<file path="src/rtl/spi_slave_rx_tx.sv">
// spi_slave_rx_tx: SPI responder, all four modes, MSB-first 8-bit words, single-entry tx buffer
`timescale 1ns/1ps
module spi_slave_rx_tx #(
    parameter int          SYNC_STAGES = 2,
    parameter logic [7:0]  IDLE_BYTE   = 8'h00
) (
    input  logic       iclk,
    input  logic       rst,
    input  logic [1:0] mode,
    input  logic       SCK,
    input  logic       CSN,
    input  logic       MOSI,
    output logic       MISO,
    output logic       miso_oe,
    input  logic [7:0] tx_data,
    input  logic       tx_valid,
    output logic       tx_ready,
    output logic [7:0] rx_data,
    output logic       rx_valid,
    output logic       tx_underrun,
    output logic       busy
);
    typedef enum logic {IDLE, ACTIVE} state_t;
    state_t state, state_nxt;
    logic [SYNC_STAGES-1:0] sck_q, csn_q, mosi_q;
    logic sck_d, csn_d;
    logic cpol, cpha, first, boundary, buf_full;
    logic [2:0] cnt;
    logic [6:0] rx_shift;
    logic [7:0] tx_shift, buf_data, load_byte;
    logic sck_s, csn_s, mosi_s, sck_rise, sck_fall, csn_fall, csn_rise;
    logic start, stop, run, lead, trail, sample, shift, reload, wr;

    assign sck_s     = sck_q[SYNC_STAGES-1];
    assign csn_s     = csn_q[SYNC_STAGES-1];
    assign mosi_s    = mosi_q[SYNC_STAGES-1];
    assign sck_rise  = sck_s & ~sck_d;
    assign sck_fall  = ~sck_s & sck_d;
    assign csn_fall  = ~csn_s & csn_d;
    assign csn_rise  = csn_s & ~csn_d;
    assign start     = (state == IDLE) && csn_fall;
    assign stop      = (state == ACTIVE) && csn_rise;
    assign run       = (state == ACTIVE) && !csn_rise;
    assign lead      = cpol ? sck_fall : sck_rise;
    assign trail     = cpol ? sck_rise : sck_fall;
    assign sample    = run && (cpha ? trail : lead);
    assign shift     = run && (cpha ? lead : trail);
    // a reload sees the buffer as it was before any same-cycle write
    assign reload    = start || (shift && boundary);
    assign load_byte = buf_full ? buf_data : IDLE_BYTE;
    assign wr        = tx_valid && !buf_full;

    // synchronise the pins and keep one extra copy of each for edge detection
    always_ff @(posedge iclk or posedge rst) begin
        if (rst) begin
            sck_q  <= '0;
            csn_q  <= '1;
            mosi_q <= '0;
            sck_d  <= 1'b0;
            csn_d  <= 1'b1;
        end else begin
            sck_q  <= {sck_q[SYNC_STAGES-2:0], SCK};
            csn_q  <= {csn_q[SYNC_STAGES-2:0], CSN};
            mosi_q <= {mosi_q[SYNC_STAGES-2:0], MOSI};
            sck_d  <= sck_s;
            csn_d  <= csn_s;
        end
    end

    // frame state register
    always_ff @(posedge iclk or posedge rst) begin
        if (rst) state <= IDLE;
        else     state <= state_nxt;
    end

    // frame opens on CSN falling, closes on CSN rising
    always_comb begin
        state_nxt = (state == IDLE) ? (csn_fall ? ACTIVE : IDLE) : (csn_rise ? IDLE : ACTIVE);
    end

    // status outputs decoded from the frame state and buffer flag
    always_comb begin
        busy     = (state == ACTIVE);
        miso_oe  = (state == ACTIVE);
        tx_ready = !buf_full;
    end

    // shift datapath, tx buffer and single-cycle status pulses
    always_ff @(posedge iclk or posedge rst) begin
        if (rst) begin
            cpol        <= 1'b0;
            cpha        <= 1'b0;
            first       <= 1'b0;
            boundary    <= 1'b0;
            cnt         <= 3'd0;
            rx_shift    <= 7'd0;
            tx_shift    <= 8'd0;
            rx_data     <= 8'd0;
            rx_valid    <= 1'b0;
            tx_underrun <= 1'b0;
            MISO        <= 1'b0;
            buf_full    <= 1'b0;
            buf_data    <= 8'd0;
        end else begin
            rx_valid    <= 1'b0;
            tx_underrun <= reload && !buf_full;
            buf_full    <= wr || (buf_full && !reload);
            if (wr) buf_data <= tx_data;
            if (start) begin
                cpol     <= mode[1];
                cpha     <= mode[0];
                first    <= mode[0];
                boundary <= 1'b0;
                cnt      <= 3'd0;
                tx_shift <= load_byte;
                MISO     <= load_byte[7];
            end else if (stop) begin
                first    <= 1'b0;
                boundary <= 1'b0;
                cnt      <= 3'd0;
                MISO     <= 1'b0;
            end else begin
                if (sample) begin
                    rx_shift <= {rx_shift[5:0], mosi_s};
                    cnt      <= cnt + 3'd1;
                    if (cnt == 3'd7) begin
                        rx_data  <= {rx_shift, mosi_s};
                        rx_valid <= 1'b1;
                        boundary <= 1'b1;
                    end
                end
                if (shift) begin
                    if (boundary) begin
                        tx_shift <= load_byte;
                        MISO     <= load_byte[7];
                        boundary <= 1'b0;
                    end else if (first) begin
                        first <= 1'b0;
                        MISO  <= tx_shift[7];
                    end else begin
                        tx_shift <= {tx_shift[6:0], 1'b0};
                        MISO     <= tx_shift[6];
                    end
                end
            end
        end
    end
endmodule

</file>
<file path="config.mk">
export PLATFORM = sky130hd
export DESIGN_NAME = spi_slave_rx_tx
export DESIGN_NICKNAME = d
export VERILOG_FILES = /design/src/rtl/spi_slave_rx_tx.sv
export SDC_FILE = /design/constraint.sdc
export NUM_CORES = 1
export LEC_CHECK = 0
export CORE_ASPECT_RATIO = 0.8
export CORE_MARGIN = 2
export CORE_UTILIZATION = 56
export CTS_BUF_LIST = sky130_fd_sc_hd__clkbuf_4
export CTS_CLUSTER_SIZE = 12
export DETAILED_ROUTE_END_ITERATION = 10
export GPL_TIMING_DRIVEN = 0
export HOLD_SLACK_MARGIN = 0.1
export PLACE_DENSITY = 0.85
export SLEW_MARGIN = 20
export SYNTH_ARGS = -nofsm -noshare
export SYNTH_HDL_FRONTEND = slang
export SYNTH_SLANG_ARGS = --single-unit
</file>
<file path="constraint.sdc">
create_clock -name iclk -period 2.3 [get_ports iclk]
set_input_delay 0.46 -clock iclk [delete_from_list [all_inputs] [get_ports iclk]]
set_output_delay 0.46 -clock iclk [all_outputs]
set_load 0.05 [all_outputs]
</file>
; ---- After elaboration in Yosys (flattened, before gate mapping)
; Cells that the tools add are included.
[word_totals]
register_bits = 51
latchBits = 0
ramBits = 0
romBits = 0
input_bits = 16
out_inout_bits = 14
elab_cells = 91
n_memories = 0
[classes]
n_addsub = 1
multipliers = 0
n_div = 0
n_lt_le_gt_ge = 0
eq_ne = 4
shift = 0
n_mux = 35
bitwise = 11
reduce_logical = 21
[ops]
columns = operator, count
row1 = $mux 8, 6
row2 = $mux 1, 26
row3 = $logic_and 1x1->1, 9
row4 = $mux 3, 3
row5 = $not 1->1, 7
row6 = $ne 3x1->1 const B, 2
row7 = $reduce_and 3->1, 2
row8 = $reduce_bool 3->1, 2
row9 = $and 1x1->1, 4
row10 = $reduce_and 4->1, 1
row11 = $add 3x1->3 const B, 1
row12 = $eq 3x3->1 const B, 1
row13 = $logic_not 1->1, 3
row14 = $logic_or 1x1->1, 2
row15 = $ne 2x2->1 const B, 1
row16 = $reduce_and 2->1, 1
row17 = $reduce_bool 2->1, 1

; ---- Depth between registers and ports, before layout
[depth]
word_depth = 10
mapped_depth = 6
depth_no_buf = 5

; ---- Worst setup path before layout
; Ideal clock, no wire load.
[synth_timing]
kind = register to register
startpoint = register state, in the netlist busy
endpoint = register tx_shift[7]
setup_ns = 0.125
arrival_time_ns = 1.843
required_ns = 2.175
slack_ns = 0.332
stages_incl_launch_ff = 5
n_path_buf = 0
period_less_slack_ns = 1.968
cell_sequence = dfrtp_1 nor3b_4 nor2_2 mux2_2 mux2_4
[synth_via]
elab_chain_len = 4
elab_cells_between_ends = 10
classes_between = eq/ne (2) / mux (1) / bitwise (1) / reduce/logical (6)
[synth_lines]
columns = element, line
row1 = from (decl), 24  ; state_t state, state_nxt;
row2 = from (signal assigned), 73  ; else state <= state_nxt;
row3 = $not 1->1 or $logic_and 1x1->1 (tied branches), n/a
row4 = $logic_and 1x1->1 (on tied branches), "41, 47"
row5 = $ne 3x1->1 (no line) (tied with other cells), n/a
row6 = $reduce_and 3->1 (no line), n/a
row7 = to (signal assigned), 115  ; tx_shift <= load_byte;
row8 = to (signal assigned), 134  ; tx_shift <= load_byte;
row9 = to (signal assigned), 141  ; tx_shift <= {tx_shift[6:0], 1'b0};
row10 = to (decl), 30  ; logic [7:0] tx_shift, buf_data, load_byte;
; Parallel ways exist; a longest one is shown, timed or not.
; A chain may end at the register's enable or synchronous reset.

; ---- Worst setup path in the final report
[layout_timing]
startpoint = register state, in the netlist busy
endpoint = output port miso_oe
[layout_lines]
columns = element, line
row1 = to (decl), 14  ; output logic miso_oe,
; No word-level cell between the ends.

==> impl_metrics.env <==
export IMPL_worst_setup_path_type="flip-flop to output pin"
export IMPL_min_period_over_period=0.897
export IMPL_finalHoldViolations=0
export IMPL_pwr_share_clk=0.201
export IMPL_tightestPinTransition_ps=562
export IMPL_initial_antenna_violation_count=0
export IMPL_clk_pin_slew_worst_paths_ps=150
export IMPL_max_clock_freq_ghz=0.485
export IMPL_worst_skew_pair_later_pin_latency_ps=360
export IMPL_cts_buffers=5
export IMPL_mappedNetlistArea_um2=2190
export IMPL_die_h_um=59.9
export IMPL_place_port_buffers=29
export IMPL_post_cts_hold_buffer_count=0
export IMPL_power_density_nw_per_um2=944
export IMPL_core_um2=3780
export IMPL_combPwrFrac=0.289
export IMPL_routedLengthMet1_mm=1.80
export IMPL_yosysWarnings=0
export IMPL_ant_nets=0
export IMPL_final_cells=254
export IMPL_post_route_drc_count=0
export IMPL_finalWorstPathRequiredPeriod_ps=2060
export IMPL_detailedRoute_firstIterationViolations=85
export IMPL_synth_avg_cell_area_um2=13.6
export IMPL_worst_ep_required_time_ps=1840
export IMPL_grt_util_all_layers=0.186
export IMPL_global_route_overflow=0
export IMPL_seq_power_share=0.510
export IMPL_antenna_cells_inserted=0
export IMPL_highest_signal_layer="met4"
export IMPL_dp_hpwl_mm=2.62
export IMPL_edff_count_synth=0
export IMPL_timing_max_slew_rel_slack=0.625
export IMPL_netSwitchingPower_w=0.000769
export IMPL_pin_count_of_the_biggest_net_entering_global_routing=28
export IMPL_timing_critical_path_to="miso_oe"
export IMPL_worst_r2r_startpoint="cpol"
export IMPL_gp_congestion=0.787
export IMPL_worst_path_dominant_cell_family="buffers and inverters"
export IMPL_class_of_the_tightest_hold_or_removal_check="flip-flop to flip-flop"
export IMPL_multiInputGateArea_um2=830
export IMPL_crit_start="busy"
export IMPL_critPathLaunchType="flip-flop"
export IMPL_wl_mm=3.59
export IMPL_critPathCaptureType="output pin"
export IMPL_nFillCells=256
export IMPL_worst_r2r_setup_slack_ps=380
export IMPL_mappedNetlistNets=179
export IMPL_grt_setup_unrepaired="no"
export IMPL_detailroute_wirelength_met2_mm=1.59
export IMPL_share_of_layout_cells_above_drive_strength_1=0.271
export IMPL_yosys_most_used_dff="dfrtp_1"
export IMPL_wire_length_of_the_first_global_routing_pass_mm=6.11
export IMPL_worstPathCellList="buf_4, dlygate4sd2_1"
export IMPL_synth_seq_area_share=0.585
export IMPL_totalPowerFinal_w=0.00251
export IMPL_cap_viol_max_count=0
export IMPL_netlist_top_cells_area="dfrtp_1 (55%), mux2_2 (14%), mux2i_1 (5.9%)"
export IMPL_numPlacedInstances=246
export IMPL_cts_setup_buffers=0
export IMPL_design_portCount=30
export IMPL_worstPathArrival_ps=1600
export IMPL_worst_ir_drop_vdd_mv=0.566
export IMPL_timing_rr_end="tx_shift[0]"
export IMPL_status="finished clean"
export IMPL_cpMaxStageDelayCell="dfrtp_1"
export IMPL_num_nets_final=216
export IMPL_floorplan_die_area_um2=4430
export IMPL_clock_tree_buffer_depth=2
export IMPL_dieWidth_um=73.9
export IMPL_drt_pre_antenna_iters=5
export IMPL_areaGrowthSynthToFinish_pct=21.4
export IMPL_yosys_register_bits=51
export IMPL_library_cells_used_by_synthesis=33
export IMPL_initial_util=0.579
export IMPL_cts_root_buf="clkbuf_4"
export IMPL_power_leakage_nw=1.26
export IMPL_worstSetupPathDepth=2
export IMPL_via_count=1307
export IMPL_drt_vias_per_instance=5.15
export IMPL_syn_inst=161
export IMPL_routed_wire_length_per_instance_um=14.1
export IMPL_cp_num_buf_inv=2
export IMPL_synth_largest_area_cell="dfrtp_1"
export IMPL_first_global_vias=1311
export IMPL_clock_sink_count=51
export IMPL_area_sequential_um2=1280
export IMPL_met3_wirelength_um=159
export IMPL_rr_worst_depth=5
export IMPL_timing_clock_skew_ps=13.3
export IMPL_hold_slack_ps=362
export IMPL_worstPathMaxFanout=9
export IMPL_htree_levels=2
export IMPL_row_count=20
export IMPL_report_final_slew_viol_count=0
export IMPL_cts_tree="yes"
export IMPL_yosys_area_top_type_share=0.549
export IMPL_final_setup_viols=0
export IMPL_synth_async_reset_ratio=1.00
export IMPL_power_report_internal_total_w=0.00174
export IMPL_cpPeakStageDelay_ps=550
export IMPL_netSwitchingFraction=0.307
[metrics by stage]
| step | setup TNS (ps) | util | instance area, um^2 | setup slack [ps] |
|---|---|---|---|---|
| 5_1_grt | 0 | 0.703 | 2660 | 123 |
| 2_1_floorplan | 0 | - | 2190 | 332 |
| 6_report | 0 | 0.703 | 2660 | 236 |
| 3_3_place_gp | -8780 | 0.675 | 2550 | -185 |
| 3_5_place_dp | 0 | 0.682 | 2580 | 350 |
| 4_1_cts | 0 | 0.703 | 2660 | 24.6 |
[sequential cells by signal (all words and copies together) (netlist names), 2 cells and up]
signal,count
tx_shift,8
buf_data,8
cnt,3
rx_data,8
rx_shift,7
sck_q,2
csn_q,2
mosi_q,2
[cells in the final DEF (no fill, tap or decap), types with 4 or more instances in the layout]
cell,instances
mux2_4,5
and2_1,5
mux2_2,27
mux2i_1,13
inv_1,7
clkdlybuf4s50_1,26
nand2_1,13
clkbuf_4,5
nand2b_1,4
dfrtp_1,48
[timing repair]
item	in CTS	in global routing
resized for setup	2	1
pin swaps	0	0
setup endpoints to repair	2	1
[routing by layer]
layer | GRT usage | vias to the layer above
li1 | - | 624
met1 | 0.276 | 646
met2 | 0.264 | 31
met3 | 0.0506 | 6
met4 | 0.0623 | 0
met5 | 0 | -
[worst min path at each step]
| stage | from | endpoint | slack (ps) | cells past startpoint |
|---|---|---|---|---|
| finish | csn_q[0] | csn_q[1] | 360 | 0 |
| global route | csn_q[0] | csn_q[1] | 360 | 0 |
| CTS | csn_q[0] | csn_q[1] | 360 | 0 |
| detailed placement | sck_q[0] | sck_q[1] | 340 | 0 |
| global placement | mosi_q[0] | mosi_q[1] | 340 | 0 |
| floorplan | mosi_q[0] | mosi_q[1] | 330 | 0 |
[power groups by stage]
stage                     clock [W]  sequential, W  combinational (W)
after floorplan                   0        0.00129           0.000533
after global placement            0        0.00128           0.000694
after detailed placement          0        0.00129           0.000735
after CTS                  0.000514        0.00128           0.000734
after global routing       0.000549        0.00131           0.000795
final                      0.000504        0.00128           0.000724
[synthesized netlist by cell type (all sizes together) (2+ instances only)]
cell,instances
buf,4
nand2b,4
mux2i,13
nand2,13
inv,8
mux2,32
dfstp,3
nand3,4
nor2,4
ha,2
and2,6
nor2b,2
o21ai,3
clkbuf,3
dfrtp,48
[cell families after synthesis]
family,count (synthesis),share of synthesized area
xor gates and xnor gates,1,0.00743
and+or+nand+nor,34,0.0846
AOI/OAI and AO/OA,13,0.0429
buffers and inverters,15,0.0366
adders and majority gates,2,0.0114
DFF,51,0.585
muxes,45,0.233
[cell type report]
| class | instances | area share |
|---|---|---|
| buffer | 7 | 0.0188 |
| clock buffer | 5 | 0.0141 |
| clock inverter | 3 | 0.0165 |
| inverter | 8 | 0.0113 |
| multi-input combinational | 95 | 0.312 |
| sequential | 51 | 0.482 |
| tap | 55 | 0.0259 |
| timing repair buffer | 30 | 0.120 |
No activity file was read; power rests on OpenSTA's default activity.
